[src/rtl/shifter_serial.sv]
// shifter_serial
//   Multi-cycle shift unit: one bit position per clock, behind valid/ready
//   request and result ports. Results match the single-cycle LL/RL/RA
//   shifters bit for bit, including "shift amount >= N gives zero" (RA too).
//
// Parameters
//   N   data width
//   SW  shift-amount width (must be able to hold N)
//
// Ports
//   clk      rising-edge clock
//   rst      synchronous active-high reset
//   i_valid  request valid (ignored outside IDLE)
//   i_ready  request can be accepted (IDLE and not in reset)
//   i_op     00 LL, 01 RL, 10 RA, 11 pass-through
//   i_a      operand
//   i_s      unsigned shift amount
//   o_valid  result valid (DONE state)
//   o_ready  consumer accepts the result
//   o_y      result; mirrors the working register in every state
module shifter_serial #(
  parameter int N  = 32,
  parameter int SW = $clog2(N) + 1
) (
  input  logic          clk,
  input  logic          rst,
  input  logic          i_valid,
  output logic          i_ready,
  input  logic [1:0]    i_op,
  input  logic [N-1:0]  i_a,
  input  logic [SW-1:0] i_s,
  output logic          o_valid,
  input  logic          o_ready,
  output logic [N-1:0]  o_y
);

  typedef enum logic [1:0] {
    ST_IDLE  = 2'd0,
    ST_SHIFT = 2'd1,
    ST_DONE  = 2'd2
  } state_e;

  localparam logic [1:0] OP_LL  = 2'b00;
  localparam logic [1:0] OP_RL  = 2'b01;
  localparam logic [1:0] OP_RA  = 2'b10;
  localparam logic [1:0] OP_RSV = 2'b11;

  localparam logic [SW-1:0] N_S   = SW'(N);
  localparam logic [SW-1:0] ONE_S = SW'(1);

  state_e        state_q, state_d;
  logic [1:0]    op_q,    op_d;
  logic [N-1:0]  y_q,     y_d;
  logic [SW-1:0] cnt_q,   cnt_d;

  always_ff @(posedge clk) begin
    if (rst) begin
      state_q <= ST_IDLE;
      op_q    <= OP_LL;
      y_q     <= '0;
      cnt_q   <= '0;
    end else begin
      state_q <= state_d;
      op_q    <= op_d;
      y_q     <= y_d;
      cnt_q   <= cnt_d;
    end
  end

  always_comb begin
    state_d = state_q;
    op_d    = op_q;
    y_d     = y_q;
    cnt_d   = cnt_q;
    case (state_q)
      ST_IDLE: begin
        if (i_valid) begin
          op_d  = i_op;
          y_d   = i_a;
          cnt_d = '0;
          // Priority: zero shift, then out-of-range (zero for every op,
          // pass-through included), then reserved op, then a real shift.
          if (i_s == '0) begin
            state_d = ST_DONE;
          end else if (i_s >= N_S) begin
            y_d     = '0;
            state_d = ST_DONE;
          end else if (i_op == OP_RSV) begin
            state_d = ST_DONE;
          end else begin
            cnt_d   = i_s;
            state_d = ST_SHIFT;
          end
        end
      end
      ST_SHIFT: begin
        case (op_q)
          OP_LL:   y_d = {y_q[N-2:0], 1'b0};
          OP_RL:   y_d = {1'b0, y_q[N-1:1]};
          OP_RA:   y_d = {y_q[N-1], y_q[N-1:1]};
          default: y_d = y_q;
        endcase
        // cnt >= 1 on entry, so the decrement cannot wrap.
        cnt_d = cnt_q - ONE_S;
        if (cnt_q == ONE_S) state_d = ST_DONE;
      end
      ST_DONE: begin
        if (o_ready) state_d = ST_IDLE;
      end
      default: state_d = ST_IDLE;
    endcase
  end

  // Handshake outputs come from registered state only; rst gating keeps
  // i_ready low for the whole reset window.
  assign i_ready = (state_q == ST_IDLE) && !rst;
  assign o_valid = (state_q == ST_DONE);
  assign o_y     = y_q;

endmodule
[config.mk]
export PLATFORM = sky130hd
export DESIGN_NAME = shifter_serial
export DESIGN_NICKNAME = d
export VERILOG_FILES = /design/src/rtl/shifter_serial.sv
export SDC_FILE = /design/constraint.sdc
export NUM_CORES = 1
export LEC_CHECK = 0
export ABC_AREA = 1
export BUFFER_PORTS_ARGS = -buffer_cell sky130_fd_sc_hd__buf_2
export CAP_MARGIN = 40
export CORE_UTILIZATION = 52
export CTS_CLUSTER_SIZE = 30
export DETAILED_ROUTE_END_ITERATION = 16
export HOLD_SLACK_MARGIN = 0.08
export PLACE_DENSITY = 0.76
export SYNTH_ARGS = -nofsm -noshare
export SYNTH_HDL_FRONTEND = slang
export SYNTH_SLANG_ARGS = --single-unit
[constraint.sdc]
create_clock -name clk -period 1.9 [get_ports clk]
set_clock_uncertainty 0.2 [all_clocks]
set_input_delay 0.38 -clock clk [delete_from_list [all_inputs] [get_ports clk]]
set_output_delay 0.38 -clock clk [all_outputs]
set_load 0.03 [all_outputs]
==> flow_metrics.py, run 1 <==
metrics = {
    "run_status": {
        "status": "finished, final reports clean",
    },
    "clock_tree": {
        "clk_latency_ps": 290,
        "cts-buffers-inserted": 5,
        "clock_sinks": 42,
        "cts_setup_buffers": 0,
        "postCtsHoldBufs": 0,
        "root_buffer": "clkbuf_8",
        "path_clk_slew_ps": 80,
        "cts_tree": "built",
        "cts_resized": 0,
        "cts_buffer_depth": 2,
        "h-tree-depth": 2,
    },
    "sta": {
        "max_slew.worst_pin.slew_ps": 516.0,
        "rsz0062_at_grt": "false",
        "setup_slack_ps": 145.7,
        "fin_crit_ps": 1754,
        "setup_violations": 0,
        "slew_viol_final": 0,
        "finalHoldViolCount": 0,
        "timing.final.crit_share_pct": 92.33,
        "max_freq_mhz": 570.0,
        "holdWs_ps": 151.5,
        "finalSetupTns_ps": 0,
        "slew_headroom_pct": 65.39,
    },
    "pwr": {
        "power_mw": 2.953,
        "irDropWorstVdd_v": 0.0005757,
        "p_leak_nw": 1.664,
        "powerDensity_nw_per_um2": 915.1,
    },
    "hold_path": {
        "min_from": "i_s[1]",
        "hold_class": "in2reg",
    },
    "synthesis": {
        "ys_warn_count": 0,
        "yosys.area.top_type": "dfxtp_1",
        "synth_top_area_share_pct": 31.33,
        "postSynthCellCount": 451,
        "synth.avg_cell_area_um2": 5.951,
        "yosysUniqueCellTypes": 23,
        "ys_ff_latch": 42,
        "syn_area_um2": 2684,
        "syn_nets": 500,
        "ys_seq_area_share_pct": 31.33,
        "async_flop_share_pct": 0,
        "synth_edf_count": 0,
        "synthTopCellsByArea": "dfxtp_1, nand3_1, nand2_1, nor2_1, inv_1",
        "synth_flop_cell": "dfxtp_1",
    },
    "critical_path": {
        "r2r_start": "op_q[1]",
        "cpPeakStageDelay_ps": 350,
        "crit_start": "op_q[1]",
        "crit_fanout": 20,
        "crit_path_start_kind": "flip-flop",
        "end_kind": "flip-flop",
        "worstPathCellList": "inv_1, ha_1, inv_1, nor2_2, buf_4, nand3_1, nand3_1, nor2_1, nor2_1",
        "cp.required_ps": 1930,
        "cp_slowest_cell": "dfxtp_1",
        "worstSetupPathType": "reg2reg",
        "cp.arrival_ps": 1780,
    },
    "drt": {
        "ant_nets": 0,
        "first_pass_iters": 5,
        "drc": 0,
        "via_per_inst": 5.141,
        "wl_um": 6955,
        "drt_iter0_markers": 232,
        "wl_per_cell_um": 11.81,
        "vias": 3028,
    },
    "floorplan": {
        "start_util_pct": 55.35,
        "num_io_pins": 78,
        "core_area_um2": 4848,
        "die_x_um": 73.84,
        "die_area_um2": 5452,
        "die_h_um": 73.84,
        "num_rows": 25,
    },
    "global_routing": {
        "grt_max_degree": 37,
        "overflow": 0,
        "antenna_found_initial": 0,
        "grt_usage_pct": 26.35,
        "grt_pass1_wl_um": 11340,
        "grt_pass1_vias": 2548,
    },
    "job": {
        "maxCapViolations": 0,
    },
    "place": {
        "io_buffers": 77,
        "hpwl_um": 4842,
        "gp_congestion": 0.8123,
        "dpl_worst_slack_ps": 87.41,
    },
    "layout": {
        "final_layout_size_suffix_gt1_share_pct": 20.88,
        "final_nets": 570,
        "area_growth_pct": 20.23,
        "diodes": 0,
        "final_common_cell": "nand2_1",
        "layout_common_cells": "nand2_1, nand3_1, buf_2, nor2_1, inv_1",
    },
}
## power breakdown
| part | internal, mW | switching [mW] |
|---|---|---|
| combinational | 0.407 | 0.782 |
| sequential | 1.02 | 0.143 |
| clock | 0.294 | 0.309 |
| total | 1.72 | 1.23 |
## critical path: cells and delay by family, from the launching register on
| family | cells | cell delay, ps |
|---|---|---|
| adders and majority gates | 1 | 320 |
| buffers and inverters | 3 | 400 |
| DFF | 1 | 350 |
| and+or+nand+nor | 5 | 430 |
## registers in the layout, indices dropped and copies added, names as in the netlist
register  cells
cnt_q         6
o_y          32
op_q          2
state_q       2
## per-layer routing
layer / up-vias / global-route usage (%) / routed length [um] / part of all wire [%]
li1: 1552 / - / - / -
met1: 1354 / 35.06 / 3170 / 46
met2: 114 / 43.53 / 3276 / 47
met3: 8 / 4.938 / 431 / 6.2
met5: - / 0 / 0 / 0
met4: 0 / 7.051 / 76 / 1.1
## final cells by class
class | instances | area [um2]
Multi-Input combinational cell | 334 | 1501
Sequential cell | 42 | 840.8
Fill cell | 450 | 1622
Timing Repair Buffer | 89 | 525.5
Clock buffer | 7 | 86.33
Clock inverter | 1 | 5.005
Inverter | 49 | 183.9
Tap cell | 67 | 83.83
## cells by family (layout without fill, tap and decap cells)
kind of cell	Yosys count	in the layout	synth area share (%)
flip-flops	42	42	31.33
adder cells (fa/ha/maj)	5	5	2.331
buffers and inverters	75	146	12.82
AND/OR/NAND/NOR	315	315	50.72
AO/OA/AOI/OAI	14	14	2.797
## cells in the mapped netlist (3+ instances only)
library cell / number
a21oi_1: 8
nor2_1: 74
nand2_4: 3
buf_2: 5
dfxtp_1: 42
buf_6: 6
nand2_1: 123
buf_4: 3
ha_1: 5
inv_1: 44
clkbuf_1: 12
inv_2: 4
nand3_1: 105
o21ai_0: 3
## worst paths after layout
kind | end | slack, ps | depth (start not counted)
setup reg to reg | o_y[2] | 150 | 9
setup / recovery | o_y[2] | 150 | 9
hold / removal | cnt_q[1] | 150 | 3
hold reg to reg | cnt_q[4] | 300 | 2
## per-stage QoR
stage / util [%] / instances / cell area, um2
after floorplan: - / 451 / 2684
after global placement: 64.67 / 581 / 3136
after detailed placement: 64.67 / 581 / 3136
after CTS: 66.55 / 589 / 3227
after global routing: 66.55 / 589 / 3227
final: 66.55 / 589 / 3227
No activity file was read; power rests on OpenSTA's default activity.
==> inputs of run 2 (changes only) <==
==> constraint.sdc (replaced) <==
create_clock -name clk -period 1.9 [get_ports clk]
set_clock_uncertainty 0.2 [all_clocks]
set_input_delay 0.19 -clock clk [delete_from_list [all_inputs] [get_ports clk]]
set_output_delay 0.19 -clock clk [all_outputs]
set_load 0.03 [all_outputs]
==> flow_metrics.py, run 2 (same netlist as run 1, synthesis figures left out) <==
metrics = {
    "global_routing": {
        "grt_pass1_vias": 2912,
        "grt_max_degree": 37,
        "overflow": 0,
        "grt_usage_pct": 29.68,
        "antenna_found_initial": 0,
        "grt_pass1_wl_um": 12650,
    },
    "clock_tree": {
        "h-tree-depth": 2,
        "clock_sinks": 42,
        "cts_setup_buffers": 0,
        "path_clk_slew_ps": 80,
        "cts_buffer_depth": 2,
        "cts_tree": "built",
        "clk_latency_ps": 300,
        "cts-buffers-inserted": 5,
        "root_buffer": "clkbuf_8",
    },
    "critical_path": {
        "cp.buffers_inverters": 3,
        "worstSetupPathType": "reg2reg",
        "cp.arrival_ps": 1770,
        "end_kind": "flip-flop",
        "reg2reg_to": "o_y[26]",
        "rr_worst_depth": 9,
        "ff2ff_setup_slack_ps": 170,
        "cp.required_ps": 1940,
        "critPathTopFamily": "simple AND/OR/NAND/NOR gates",
        "cpPeakStageDelay_ps": 340,
        "crit_path_start_kind": "flip-flop",
        "crit_fanout": 20,
        "worstPathCellList": "inv_1, ha_1, inv_1, nor2_2, buf_6, nand3_1, nand3_1, nor2_1, nor2_1",
        "cp_slowest_cell": "dfxtp_1",
        "r2r_start": "op_q[0]",
    },
    "pwr": {
        "p_leak_nw": 1.809,
        "power_mw": 2.990,
        "powerDensity_nw_per_um2": 832.6,
        "irDropWorstVdd_v": 0.0005337,
    },
    "layout": {
        "area_growth_pct": 33.80,
        "final_common_cell": "nand2_1",
        "final_layout_size_suffix_gt1_share_pct": 19.03,
        "diodes": 0,
        "largest_reg_flops": 32,
        "layout_common_cells": "nand2_1, nand3_1, buf_2, nor2_1, inv_1",
        "final_nets": 606,
    },
    "drt": {
        "vias": 3221,
        "ant_nets": 0,
        "first_pass_iters": 5,
        "wl_per_cell_um": 12.33,
        "via_per_inst": 5.162,
        "wl_um": 7697,
        "drt_iter0_markers": 284,
        "drc": 0,
    },
    "floorplan": {
        "num_rows": 25,
        "die_x_um": 73.84,
        "num_io_pins": 78,
        "die_area_um2": 5452,
        "core_area_um2": 4848,
        "start_util_pct": 55.35,
        "die_h_um": 73.84,
    },
    "place": {
        "io_buffers": 77,
        "hpwl_um": 4829,
        "gp_congestion": 0.8939,
    },
    "sta": {
        "finalSetupTns_ps": 0,
        "max_freq_mhz": 578.9,
        "slew_viol_final": 0,
        "finalHoldViolCount": 0,
        "timing.final.crit_share_pct": 90.91,
        "setup_violations": 0,
        "slew_headroom_pct": 70.06,
        "rsz0062_at_grt": "false",
        "fin_crit_ps": 1727,
        "max_slew.worst_pin.slew_ps": 446.4,
    },
    "job": {
        "maxCapViolations": 0,
    },
    "run_status": {
        "status": "finished, final reports clean",
    },
    "hold_path": {
        "min_from": "i_a[10]",
        "holdPathEnd": "o_y[10]",
        "hold_class": "in2reg",
        "min_path_cells": 5,
    },
}
[run 2: tightest hold or removal path, delay by kind of cell]
kind	cells	cell delay [ps]
buffers and inverters	1	70
and+or+nand+nor	4	270
[run 2: through the flow]
step / utilization, % / cell area [um2] / worst slack (ps) / instances / hold WS, ps
after floorplan: - / 2684 / 217.1 / 451 / 147.1
after global placement: 64.77 / 3141 / 227.7 / 580 / 268.8
after detailed placement: 64.77 / 3141 / 181.6 / 580 / 272.3
after CTS: 73.99 / 3587 / 167.3 / 624 / 81.18
after global routing: 74.06 / 3591 / 34.64 / 624 / 111.8
final: 74.06 / 3591 / 172.6 / 624 / 74.99
[run 2: report_power, final]
part	internal [mW]	switching, mW	total [mW]
Combinational	0.461	0.816	1.28
Sequential	1.02	0.135	1.15
Clock	0.254	0.306	0.559
[run 2: timing repair]
action | in CTS | in global routing
hold buffers | 37 | 0
endpoints found under the hold margin | 38 | 0
endpoints found under the setup margin | 0 | 2
gates resized for setup | 0 | 1
[run 2: per-layer routing]
| metal | GRT usage [%] | wire length (um) | vias up |
|---|---|---|---|
| met2 | 51.99 | 3737 | 143 |
| met1 | 36.22 | 3377 | 1433 |
| li1 | - | - | 1626 |
| met4 | 9.188 | 141 | 0 |
| met5 | 0 | 0 | - |
| met3 | 6.173 | 441 | 19 |
[run 2: worst max path at each step]
stage | cells after the start | endpoint | from | slack [ps]
floorplan | 9 | o_y[0] | op_q[0] | 220
global route | 9 | o_y[19] | op_q[0] | 30
detailed placement | 9 | o_y[29] | op_q[0] | 180
finish | 9 | o_y[26] | op_q[0] | 170
CTS | 9 | o_y[19] | op_q[0] | 170
global placement | 9 | o_y[21] | op_q[0] | 230
[run 2: final cells by class]
class	instances	area, um2
Multi-Input combinational cell	334	1501
Fill cell	418	1257
Timing Repair Buffer	125	904.6
Sequential cell	42	840.8
Inverter	49	183.9
Tap cell	67	83.83
Clock buffer	7	76.32
